==> src/rtl/fp_accel_pkg.sv <==
// Shared definitions for the floating-point accelerator: word width, sequencer state codes, zero constant.
package fp_accel_pkg;

  function automatic int dataWidth(input int fracWidth, input int expWidth);
    return fracWidth + expWidth;
  endfunction

  typedef logic [1:0] seqState_t;

  localparam seqState_t IDLE  = 2'd0;
  localparam seqState_t ISSUE = 2'd1;
  localparam seqState_t WAIT  = 2'd2;
  localparam seqState_t RESP  = 2'd3;

  localparam int FP_ZERO = 0;

endpackage

==> src/rtl/fp_accum_sequencer_if.sv <==
// Command, operand RAM, accumulator and response signals of the accumulator sequencer.
interface fp_accum_sequencer_if #(
  parameter int ADDR_WIDTH = 10,
  parameter int LEN_WIDTH  = 11,
  parameter int DATA_WIDTH = 32
);
  logic                  cmdValidIn;
  logic                  cmdReadyOut;
  logic [ADDR_WIDTH-1:0] cmdAddrIn;
  logic [LEN_WIDTH-1:0]  cmdLenIn;
  logic                  memRdEnOut;
  logic [ADDR_WIDTH-1:0] memRdAddrOut;
  logic [DATA_WIDTH-1:0] memRdDataIn;
  logic                  accStartOut;
  logic                  accLastOut;
  logic                  accValidOut;
  logic [DATA_WIDTH-1:0] accDataOut;
  logic                  accValidIn;
  logic [DATA_WIDTH-1:0] accDataIn;
  logic                  rspValidOut;
  logic [DATA_WIDTH-1:0] rspDataOut;
  logic                  rspErrOut;
  logic                  rspReadyIn;
  logic                  busyOut;

  // Sequencer side.
  modport master (
    input  cmdValidIn, cmdAddrIn, cmdLenIn, memRdDataIn, accValidIn, accDataIn, rspReadyIn,
    output cmdReadyOut, memRdEnOut, memRdAddrOut, accStartOut, accLastOut, accValidOut,
           accDataOut, rspValidOut, rspDataOut, rspErrOut, busyOut
  );

  // Control-register / RAM / accumulator side.
  modport slave (
    output cmdValidIn, cmdAddrIn, cmdLenIn, memRdDataIn, accValidIn, accDataIn, rspReadyIn,
    input  cmdReadyOut, memRdEnOut, memRdAddrOut, accStartOut, accLastOut, accValidOut,
           accDataOut, rspValidOut, rspDataOut, rspErrOut, busyOut
  );
endinterface

==> src/rtl/fp_accum_sequencer_delay.sv <==
// Generic fixed-latency delay line; LATENCY register stages, cleared on reset.
module fp_accum_sequencer_delay #(
  parameter int DATA_WIDTH = 3,
  parameter int LATENCY    = 1
) (
  input  logic                  clkIn,
  input  logic                  rstIn,
  input  logic [DATA_WIDTH-1:0] dataIn,
  output logic [DATA_WIDTH-1:0] dataOut
);
  logic [LATENCY-1:0][DATA_WIDTH-1:0] pipeQ;

  always_ff @(posedge clkIn or posedge rstIn) begin
    if (rstIn) begin
      pipeQ <= '0;
    end else begin
      pipeQ[0] <= dataIn;
      for (int i = 1; i < LATENCY; i++) pipeQ[i] <= pipeQ[i-1];
    end
  end

  assign dataOut = pipeQ[LATENCY-1];
endmodule

==> src/rtl/fp_accum_sequencer.sv <==
// Streams a (base, length) operand vector from the RAM into the accumulator and returns the
// single reduced result (or a timeout error) on a response handshake; one reduction in flight.
module fp_accum_sequencer
  import fp_accel_pkg::*;
#(
  parameter int FRAC_WIDTH  = 24,
  parameter int EXP_WIDTH   = 8,
  parameter int ADDR_WIDTH  = 10,
  parameter int LEN_WIDTH   = 11,
  parameter int MEM_LATENCY = 1,
  parameter int TIMEOUT     = 1023
) (
  input logic clkIn,
  input logic rstIn,
  fp_accum_sequencer_if.master bus
);
  localparam int DATA_WIDTH = dataWidth(FRAC_WIDTH, EXP_WIDTH);
  localparam int TMO_WIDTH  = $clog2(TIMEOUT + 1);

  seqState_t             stateQ, stateD;
  logic [ADDR_WIDTH-1:0] baseQ;
  logic [LEN_WIDTH-1:0]  lenQ, idxQ;
  logic [TMO_WIDTH-1:0]  tmoCntQ, tmoCntNext;
  logic                  tmoArmedQ;
  logic [DATA_WIDTH-1:0] rspDataQ;
  logic                  rspErrQ;
  logic                  accept, issueLast, lastBeat, tmoRun, tmoHit;
  logic [2:0]            pipeIn, pipeOut;

  assign accept    = (stateQ == IDLE) && bus.cmdValidIn;
  assign issueLast = (stateQ == ISSUE) && (idxQ == lenQ - LEN_WIDTH'(1));

  // {valid, start, last} ride alongside the RAM read so they line up with its data.
  assign pipeIn = {stateQ == ISSUE, (stateQ == ISSUE) && (idxQ == '0), issueLast};

  fp_accum_sequencer_delay #(
    .DATA_WIDTH(3),
    .LATENCY   (MEM_LATENCY)
  ) uFlagDelay (
    .clkIn  (clkIn),
    .rstIn  (rstIn),
    .dataIn (pipeIn),
    .dataOut(pipeOut)
  );

  // The cycle the last operand leaves the delay line counts as the first timeout cycle.
  assign lastBeat   = pipeOut[2] & pipeOut[0];
  assign tmoRun     = (stateQ == WAIT) && (tmoArmedQ || lastBeat);
  assign tmoCntNext = tmoArmedQ ? tmoCntQ + TMO_WIDTH'(1) : TMO_WIDTH'(1);
  assign tmoHit     = tmoRun && (tmoCntNext == TMO_WIDTH'(TIMEOUT));

  always_ff @(posedge clkIn or posedge rstIn) begin
    if (rstIn) stateQ <= IDLE;
    else       stateQ <= stateD;
  end

  always_comb begin
    stateD = stateQ;
    case (stateQ)
      IDLE:    if (bus.cmdValidIn) stateD = (bus.cmdLenIn == '0) ? RESP : ISSUE;
      ISSUE:   if (issueLast) stateD = WAIT;
      WAIT:    if (bus.accValidIn || tmoHit) stateD = RESP;
      RESP:    if (bus.rspReadyIn) stateD = IDLE;
      default: stateD = IDLE;
    endcase
  end

  always_ff @(posedge clkIn or posedge rstIn) begin
    if (rstIn) begin
      baseQ     <= '0;
      lenQ      <= '0;
      idxQ      <= '0;
      tmoCntQ   <= '0;
      tmoArmedQ <= 1'b0;
      rspDataQ  <= '0;
      rspErrQ   <= 1'b0;
    end else begin
      if (accept) begin
        baseQ     <= bus.cmdAddrIn;
        lenQ      <= bus.cmdLenIn;
        idxQ      <= '0;
        tmoCntQ   <= '0;
        tmoArmedQ <= 1'b0;
        rspDataQ  <= DATA_WIDTH'(FP_ZERO);
        rspErrQ   <= 1'b0;
      end
      if (stateQ == ISSUE) idxQ <= idxQ + LEN_WIDTH'(1);
      if (tmoRun) begin
        tmoArmedQ <= 1'b1;
        tmoCntQ   <= tmoCntNext;
      end
      // A real result wins over a timeout expiring on the same cycle.
      if (stateQ == WAIT) begin
        if (bus.accValidIn) begin
          rspDataQ <= bus.accDataIn;
          rspErrQ  <= 1'b0;
        end else if (tmoHit) begin
          rspDataQ <= DATA_WIDTH'(FP_ZERO);
          rspErrQ  <= 1'b1;
        end
      end
    end
  end

  always_comb begin
    bus.cmdReadyOut  = (stateQ == IDLE);
    bus.memRdEnOut   = (stateQ == ISSUE);
    bus.memRdAddrOut = (stateQ == ISSUE) ? baseQ + idxQ[ADDR_WIDTH-1:0] : '0;
    bus.accValidOut  = pipeOut[2];
    bus.accStartOut  = pipeOut[2] & pipeOut[1];
    bus.accLastOut   = pipeOut[2] & pipeOut[0];
    bus.accDataOut   = pipeOut[2] ? bus.memRdDataIn : '0;
    bus.rspValidOut  = (stateQ == RESP);
    bus.rspDataOut   = (stateQ == RESP) ? rspDataQ : '0;
    bus.rspErrOut    = (stateQ == RESP) && rspErrQ;
    bus.busyOut      = (stateQ != IDLE);
  end
endmodule

==> src/flat_wrapper.sv <==
// flat-port wrapper written by rule: the top's interface ports become plain ports
module fp_accum_sequencer_flat import fp_accel_pkg::*;
#(
  parameter int FRAC_WIDTH  = 24,
  parameter int EXP_WIDTH   = 8,
  parameter int ADDR_WIDTH  = 10,
  parameter int LEN_WIDTH   = 11,
  parameter int MEM_LATENCY = 1,
  parameter int TIMEOUT     = 1023
)
  (clkIn, rstIn, bus_cmdValidIn, bus_cmdAddrIn, bus_cmdLenIn, bus_memRdDataIn, bus_accValidIn, bus_accDataIn, bus_rspReadyIn, bus_cmdReadyOut, bus_memRdEnOut, bus_memRdAddrOut, bus_accStartOut, bus_accLastOut, bus_accValidOut, bus_accDataOut, bus_rspValidOut, bus_rspDataOut, bus_rspErrOut, bus_busyOut);
  fp_accum_sequencer_if #(.ADDR_WIDTH(ADDR_WIDTH), .LEN_WIDTH(LEN_WIDTH), .DATA_WIDTH((32))) bus_i ();
  input logic clkIn;
  input logic rstIn;
  input wire logic [$bits(bus_i.cmdValidIn)-1:0] bus_cmdValidIn;
  input wire logic [$bits(bus_i.cmdAddrIn)-1:0] bus_cmdAddrIn;
  input wire logic [$bits(bus_i.cmdLenIn)-1:0] bus_cmdLenIn;
  input wire logic [$bits(bus_i.memRdDataIn)-1:0] bus_memRdDataIn;
  input wire logic [$bits(bus_i.accValidIn)-1:0] bus_accValidIn;
  input wire logic [$bits(bus_i.accDataIn)-1:0] bus_accDataIn;
  input wire logic [$bits(bus_i.rspReadyIn)-1:0] bus_rspReadyIn;
  output wire logic [$bits(bus_i.cmdReadyOut)-1:0] bus_cmdReadyOut;
  output wire logic [$bits(bus_i.memRdEnOut)-1:0] bus_memRdEnOut;
  output wire logic [$bits(bus_i.memRdAddrOut)-1:0] bus_memRdAddrOut;
  output wire logic [$bits(bus_i.accStartOut)-1:0] bus_accStartOut;
  output wire logic [$bits(bus_i.accLastOut)-1:0] bus_accLastOut;
  output wire logic [$bits(bus_i.accValidOut)-1:0] bus_accValidOut;
  output wire logic [$bits(bus_i.accDataOut)-1:0] bus_accDataOut;
  output wire logic [$bits(bus_i.rspValidOut)-1:0] bus_rspValidOut;
  output wire logic [$bits(bus_i.rspDataOut)-1:0] bus_rspDataOut;
  output wire logic [$bits(bus_i.rspErrOut)-1:0] bus_rspErrOut;
  output wire logic [$bits(bus_i.busyOut)-1:0] bus_busyOut;
  assign bus_i.cmdValidIn = bus_cmdValidIn;
  assign bus_i.cmdAddrIn = bus_cmdAddrIn;
  assign bus_i.cmdLenIn = bus_cmdLenIn;
  assign bus_i.memRdDataIn = bus_memRdDataIn;
  assign bus_i.accValidIn = bus_accValidIn;
  assign bus_i.accDataIn = bus_accDataIn;
  assign bus_i.rspReadyIn = bus_rspReadyIn;
  assign bus_cmdReadyOut = bus_i.cmdReadyOut;
  assign bus_memRdEnOut = bus_i.memRdEnOut;
  assign bus_memRdAddrOut = bus_i.memRdAddrOut;
  assign bus_accStartOut = bus_i.accStartOut;
  assign bus_accLastOut = bus_i.accLastOut;
  assign bus_accValidOut = bus_i.accValidOut;
  assign bus_accDataOut = bus_i.accDataOut;
  assign bus_rspValidOut = bus_i.rspValidOut;
  assign bus_rspDataOut = bus_i.rspDataOut;
  assign bus_rspErrOut = bus_i.rspErrOut;
  assign bus_busyOut = bus_i.busyOut;
  fp_accum_sequencer #(.FRAC_WIDTH(FRAC_WIDTH), .EXP_WIDTH(EXP_WIDTH), .ADDR_WIDTH(ADDR_WIDTH), .LEN_WIDTH(LEN_WIDTH), .MEM_LATENCY(MEM_LATENCY), .TIMEOUT(TIMEOUT)) u_core (.clkIn(clkIn), .rstIn(rstIn), .bus(bus_i));
endmodule
==> config.mk <==
export PLATFORM = sky130hd
export DESIGN_NAME = fp_accum_sequencer_flat
export DESIGN_NICKNAME = d
export VERILOG_FILES = /design/src/rtl/fp_accel_pkg.sv /design/src/rtl/fp_accum_sequencer_if.sv /design/src/rtl/fp_accum_sequencer_delay.sv /design/src/rtl/fp_accum_sequencer.sv /design/src/flat_wrapper.sv
export SDC_FILE = /design/constraint.sdc
export NUM_CORES = 1
export LEC_CHECK = 0
export BUFFER_PORTS_ARGS = -buffer_cell sky130_fd_sc_hd__clkbuf_2
export CELL_PAD_IN_SITES_DETAIL_PLACEMENT = 0
export CELL_PAD_IN_SITES_GLOBAL_PLACEMENT = 1
export CORE_MARGIN = 4
export CORE_UTILIZATION = 37
export DETAILED_ROUTE_END_ITERATION = 10
export PLACE_DENSITY = 0.82
export SYNTH_ARGS = -nofsm -noshare
export SYNTH_HDL_FRONTEND = slang
export SYNTH_SLANG_ARGS = --single-unit
==> constraint.sdc <==
create_clock -name clkIn -period 4.4 [get_ports clkIn]
set_clock_uncertainty 0.1 [all_clocks]
set_input_delay 1.32 -clock clkIn [delete_from_list [all_inputs] [get_ports clkIn]]
set_output_delay 1.32 -clock clkIn [all_outputs]
set_load 0.02 [all_outputs]
# Yosys cells after proc, flatten, opt, wreduce, memory -nomap -nowiden
# Cells that the tools add are included.
[totals] elab_cells=63 input_bits=90 memories=0 register_bits=81 mem_bits_rw=0 out_inout_bits=82 latchBits=0 mem_bits_ro=0
[op_classes] shift=0 reduce_logical=15 n_mul=0 eq_ne=9 muxes=24 div_mod_pow=0 bitwise=2 n_addsub=4 order_cmp=0
[op_table] op="2-to-1 mux 32 bit" count=6
[op_table] op="2-to-1 mux 10 bit" count=4
[op_table] op="logical NOT 11 bit" count=2
[op_table] op="2-to-1 mux 11 bit" count=2
[op_table] op="adder 11 x 1 -> 11 bit (second input constant)" count=1
[op_table] op="== test 11 bit" count=1
[op_table] op="subtractor 11 x 1 -> 11 bit (second input constant)" count=1
[op_table] op="adder 10 x 1 -> 10 bit (second input constant)" count=1
[op_table] op="adder 10 bit" count=1
[op_table] op="== test 10 bit (second input constant)" count=1
[op_table] op="2-to-1 mux 2 bit" count=5
[op_table] op="case mux 2 bit (4 select lines)" count=1
[op_table] op="logical AND 1 bit" count=6
[op_table] op="2-to-1 mux 1 bit" count=6
[op_table] op="inequality test 2 bit (second input constant)" count=3
[op_table] op="nonzero test 2 bit" count=3
[op_table] op="== test 2 bit (second input constant)" count=2
[op_table] op="AND reduction 4 bit" count=1
[op_table] op="AND 1 bit" count=2
[op_table] op="== test 2 x 1 -> 1 bit (second input constant)" count=1
[op_table] op="logical NOT 2 bit" count=1
[op_table] op="logical OR 1 bit" count=2
[op_table] op="inequality test 2 x 1 -> 1 bit (second input constant)" count=1

# Longest topological paths before layout
[depth] word_depth=7 mapped_depth=9 ltp_nobuf=9

# Modules after synthesis
# A second synthesis with hierarchy kept.
[unflattened] hier_cells=476 area_unflattened_um2=4682.0
[by_module_without_submodules] mod="fp_accum_sequencer" cells_each=472 area_each_um2=4603.2 n_inst=1 seq_area_each_um2=1951.9
[by_module_without_submodules] mod="fp_accum_sequencer_delay" cells_each=4 area_each_um2=78.8 n_inst=1 seq_area_each_um2=75.1

# Worst setup path after synthesis
# OpenSTA, ideal clock, no wires.
[synth_path] path_type="reg-to-output" from="register u_core.idxQ[0]" to="output bus_memRdAddrOut[8]" n_path_buf=0 path_slack_ns=0.688 required_time_ns=2.980 t_arrival_ns=2.292 path_stages_with_launch=10 path_cell_list="dfrtp_1 > ha_1 > fa_1 > a21o_1 > a21oi_1 > nor2b_1 > o21a_1 > o41ai_1 > xor2_1 > nor2_1"
[synth_via] elab_chain_len=2
[synth_rtl] element="from (decl)" line_no="fp_accum_sequencer.sv:22" rtl="logic [LEN_WIDTH-1:0] lenQ, idxQ;"
[synth_rtl] element="from (signal assigned)" line_no="fp_accum_sequencer.sv:87" rtl="if (stateQ == ISSUE) idxQ <= idxQ + LEN_WIDTH'(1);"
[synth_rtl] element="adder 10 bit" line_no="fp_accum_sequencer.sv:108" rtl="bus.memRdAddrOut = (stateQ == ISSUE) ? baseQ + idxQ[ADDR_WIDTH-1:0] : '0;"
[synth_rtl] element="2-to-1 mux 10 bit" line_no="fp_accum_sequencer.sv:108"
[synth_rtl] element="to (decl)" line_no="flat_wrapper.sv:24" rtl="output wire logic [$bits(bus_i.memRdAddrOut)-1:0] bus_memRdAddrOut;"
# Every way passes these cells.

# Worst setup path in the final report
[layout_path] from="register u_core.idxQ[1]" to="output bus_memRdAddrOut[9]"
# Same word-level chain as after synthesis.

==> qor.yml <==
critical_path:
  worstPathCellList: "ha_1 > a21o_1 > a21oi_1 > o21bai_1 > a2111oi_0 > o21ai_0 > and3b_1 > clkbuf_2"
  end_kind: "output port"
  worstPathArrival_ns: 2.76
  slowest_delay_ns: 0.62
  crit_slowest_cell: "a2111oi_0"
  cp_max_fo: 7
  path_class: "reg2out"
  crit_required_ns: 2.98
  worstSetupStartpointType: "flip-flop"
layout:
  nets: 730
  fillers: 1139
  stdcell_area_um2: 5970
  fin_util_pct: 49.1
  multi_input_comb_area_um2: 2470
  drive_gt1_share_pct: 34.9
  regArea_um2: 2030
  num_antenna_cells: 0
  syn_to_final_growth_pct: 28.0
timing:
  final-max-slew-violation-count: 0
  slew_headroom_pct: 22.5
  fin_tns_setup_ns: 0
  setup_viol: 0
  min_period_over_period_pct: 95.1
  period_needed_ns: 4.18
  layout_setup_ws_ns: 0.216
  grt_setup_unrepaired: "no"
  max_slew.worst_pin.slew_ns: 1.16
  hold_viol_final: 0
  fmax_mhz: 239
placement:
  dpl_cell_area_um2: 5640
  pre_cts_ws_ns: 0.558
  port_buffers: 171
  place_congestion: 0.851
  hpwlAfterDp_um: 9280
cts:
  cts_hold_buf: 0
  postCtsSetupRepairBufs: 0
  cts.clk_slew.worst_paths_ns: 0.06
  cts_tree: "yes"
  cts_resized: 0
  clock_sinks: 81
  cts_made_buffers: 9
  clock-root-buffer: "clkbuf_16"
  clock_latency_ns: 0.34
  cts_max_level: 3
  clockBufferDepth: 2
global_routing:
  overflow: 0
  grt_pass1_vias: 4061
  grt_max_degree: 58
  antenna_found_initial: 0
  grt_usage_pct: 16.9
  grt_pass1_wl_um: 19800
die:
  die_w_um: 120
  start_util_pct: 38.3
  core_area_um2: 12200
  io_pins: 172
  die_h_um: 120
  rows: 40
  die_area_um2: 14500
synthesis:
  synth_area_leaders: "dfrtp_1 (43%), and2_1 (9.7%), a22o_1 (6.4%), mux2_2 (5.1%), ha_1 (4.6%)"
  ys_ff_latch: 81
  synth_fp_nets: 573
  ys_async_sr_fraction_pct: 100
  synth_seq_area_share_pct: 43.5
  synth-edff-count: 0
  synth_flop_cell: "dfrtp_1"
  synth_area_um2: 4660
  synth_cell_type_count: 54
  synthCells: 465
  avgSynthCellArea_um2: 10.0
  synth_warnings: 0
  yosys.area.top_type: "dfrtp_1"
  synth_top_cell_area_share_pct: 43.5
run:
  maxCapViolations: 0
routing:
  vias_per_cell: 5.16
  drt_iter0_drc: 200
  vias: 4102
  antenna_left: 0
  first_pass_iters: 4
  avgRoutedWirePerCell_um: 15.3
  drt_wl_total_um: 12200
  drc_errors: 0
status:
  status: "finished clean"
min_path:
  hp-class: "reg2reg"
pwr:
  irDropWorstVdd_mv: 0.258
  power.density_nw_per_um2: 634
  leakage_nw: 2.98
-- power by group --
part | switching (mW) | total (mW) | internal, mW
combinational | 0.943 | 1.69 | 0.748
sequential | 0.275 | 1.29 | 1.01
clock | 0.294 | 0.805 | 0.511
total | 1.51 | 3.78 | 2.27
-- cells by family (layout without fill, tap and decap cells) --
logic type,Yosys count,count (layout),synth area share [%]
multiplexers,23,23,5.50
buffers and inverters,43,205,3.57
adder cells (fa/ha/maj),18,18,4.99
AO/OA/AOI/OAI,96,96,15.3
XOR/XNOR,30,30,5.64
flip-flops,81,81,43.5
AND/OR/NAND/NOR,174,174,21.5
-- layout make-up --
cell class                 instances  area share [%]
clock buffer                      11            4.07
clock inverter                     5            1.32
inverter                          14           0.902
multi-input combinational        341            41.4
sequential                        81            34.0
tap                              168            3.52
timing repair buffer             175            14.8
-- registers in the layout (all words and copies together), names as in the netlist --
| register | count |
|---|---|
| u_core.tmoArmedQ | 1 |
| u_core.lenQ | 11 |
| u_core.tmoCntQ | 10 |
| u_core.baseQ | 10 |
| u_core.rspErrQ | 1 |
| u_core.stateQ | 2 |
| u_core.idxQ | 11 |
| u_core.rspDataQ | 32 |
| u_core.uFlagDelay.dataOut | 3 |
-- cells in the final DEF, fill, tap and decap left out, types with 11 or more instances in the layout --
master / instances
nor2_1: 20
clkbuf_2: 171
o21ai_0: 18
a21oi_1: 11
dfrtp_1: 81
xnor2_1: 19
inv_1: 13
nand3_1: 12
xor2_1: 11
a22o_1: 34
nand2_1: 23
ha_1: 17
and2_1: 72
mux2_2: 21
-- cell usage after synthesis (all sizes together), types with 3 or more instances --
cell type,n
a21o,5
a21oi,12
a22o,34
a31oi,3
and2,72
and3,4
buf,6
clkbuf,23
dfrtp,81
ha,17
inv,14
mux2,21
nand2,23
nand3,12
nand4,6
nor2,20
nor3,6
nor3b,3
nor4,4
nor4b,3
o2111ai,5
o21ai,18
o31ai,5
o41ai,3
or3,3
or4,5
xnor2,19
xor2,11
-- worst max-delay path: cells and delay by family (launching register included) --
kind	cells	cell delay, ns
adder cells (fa/ha/maj)	1	0.33
flip-flops	1	0.48
AND/OR/NAND/NOR	1	0.20
AO/OA/AOI/OAI	5	1.27
buffers and inverters	1	0.15
-- metal layers --
metal / vias to the layer above / global-route usage (%) / routed length, µm
met5: - / 0 / 0
met4: 0 / 4.60 / 142
met3: 12 / 4.44 / 943
met2: 155 / 27.9 / 5660
met1: 1960 / 21.9 / 5430
li1: 1975 / - / -
-- per-stage QoR --
step	instances	hold WS, ns	power [mW]
CTS	795	0.396	3.81
global placement	779	0.376	2.96
global route	795	0.401	4.07
finish	795	0.392	3.78
floorplan	465	0.358	2.50
detailed placement	779	0.374	3.00
-- path summary, 6_finish.rpt --
kind                                                     from                             to  slack [ns]  cells after the start
worst max-delay path               u_core.idxQ[1]$_DFFE_PP0P_            bus_memRdAddrOut[9]        0.22                      8
worst min-delay path            u_core.rspDataQ[28]$_DFF_PP0_  u_core.rspDataQ[28]$_DFF_PP0_        0.39                      1
worst max register to register  u_core.tmoCntQ[0]$_DFFE_PP0P_  u_core.rspDataQ[19]$_DFF_PP0_        1.25                      8
worst min register to register  u_core.rspDataQ[28]$_DFF_PP0_  u_core.rspDataQ[28]$_DFF_PP0_        0.39                      1
max in group asynchronous                               rstIn    u_core.baseQ[0]$_DFFE_PP0P_        2.28                      3
min in group asynchronous                               rstIn     u_core.lenQ[5]$_DFFE_PP0P_        1.05                      2
No activity file was read; power rests on OpenSTA's default activity.
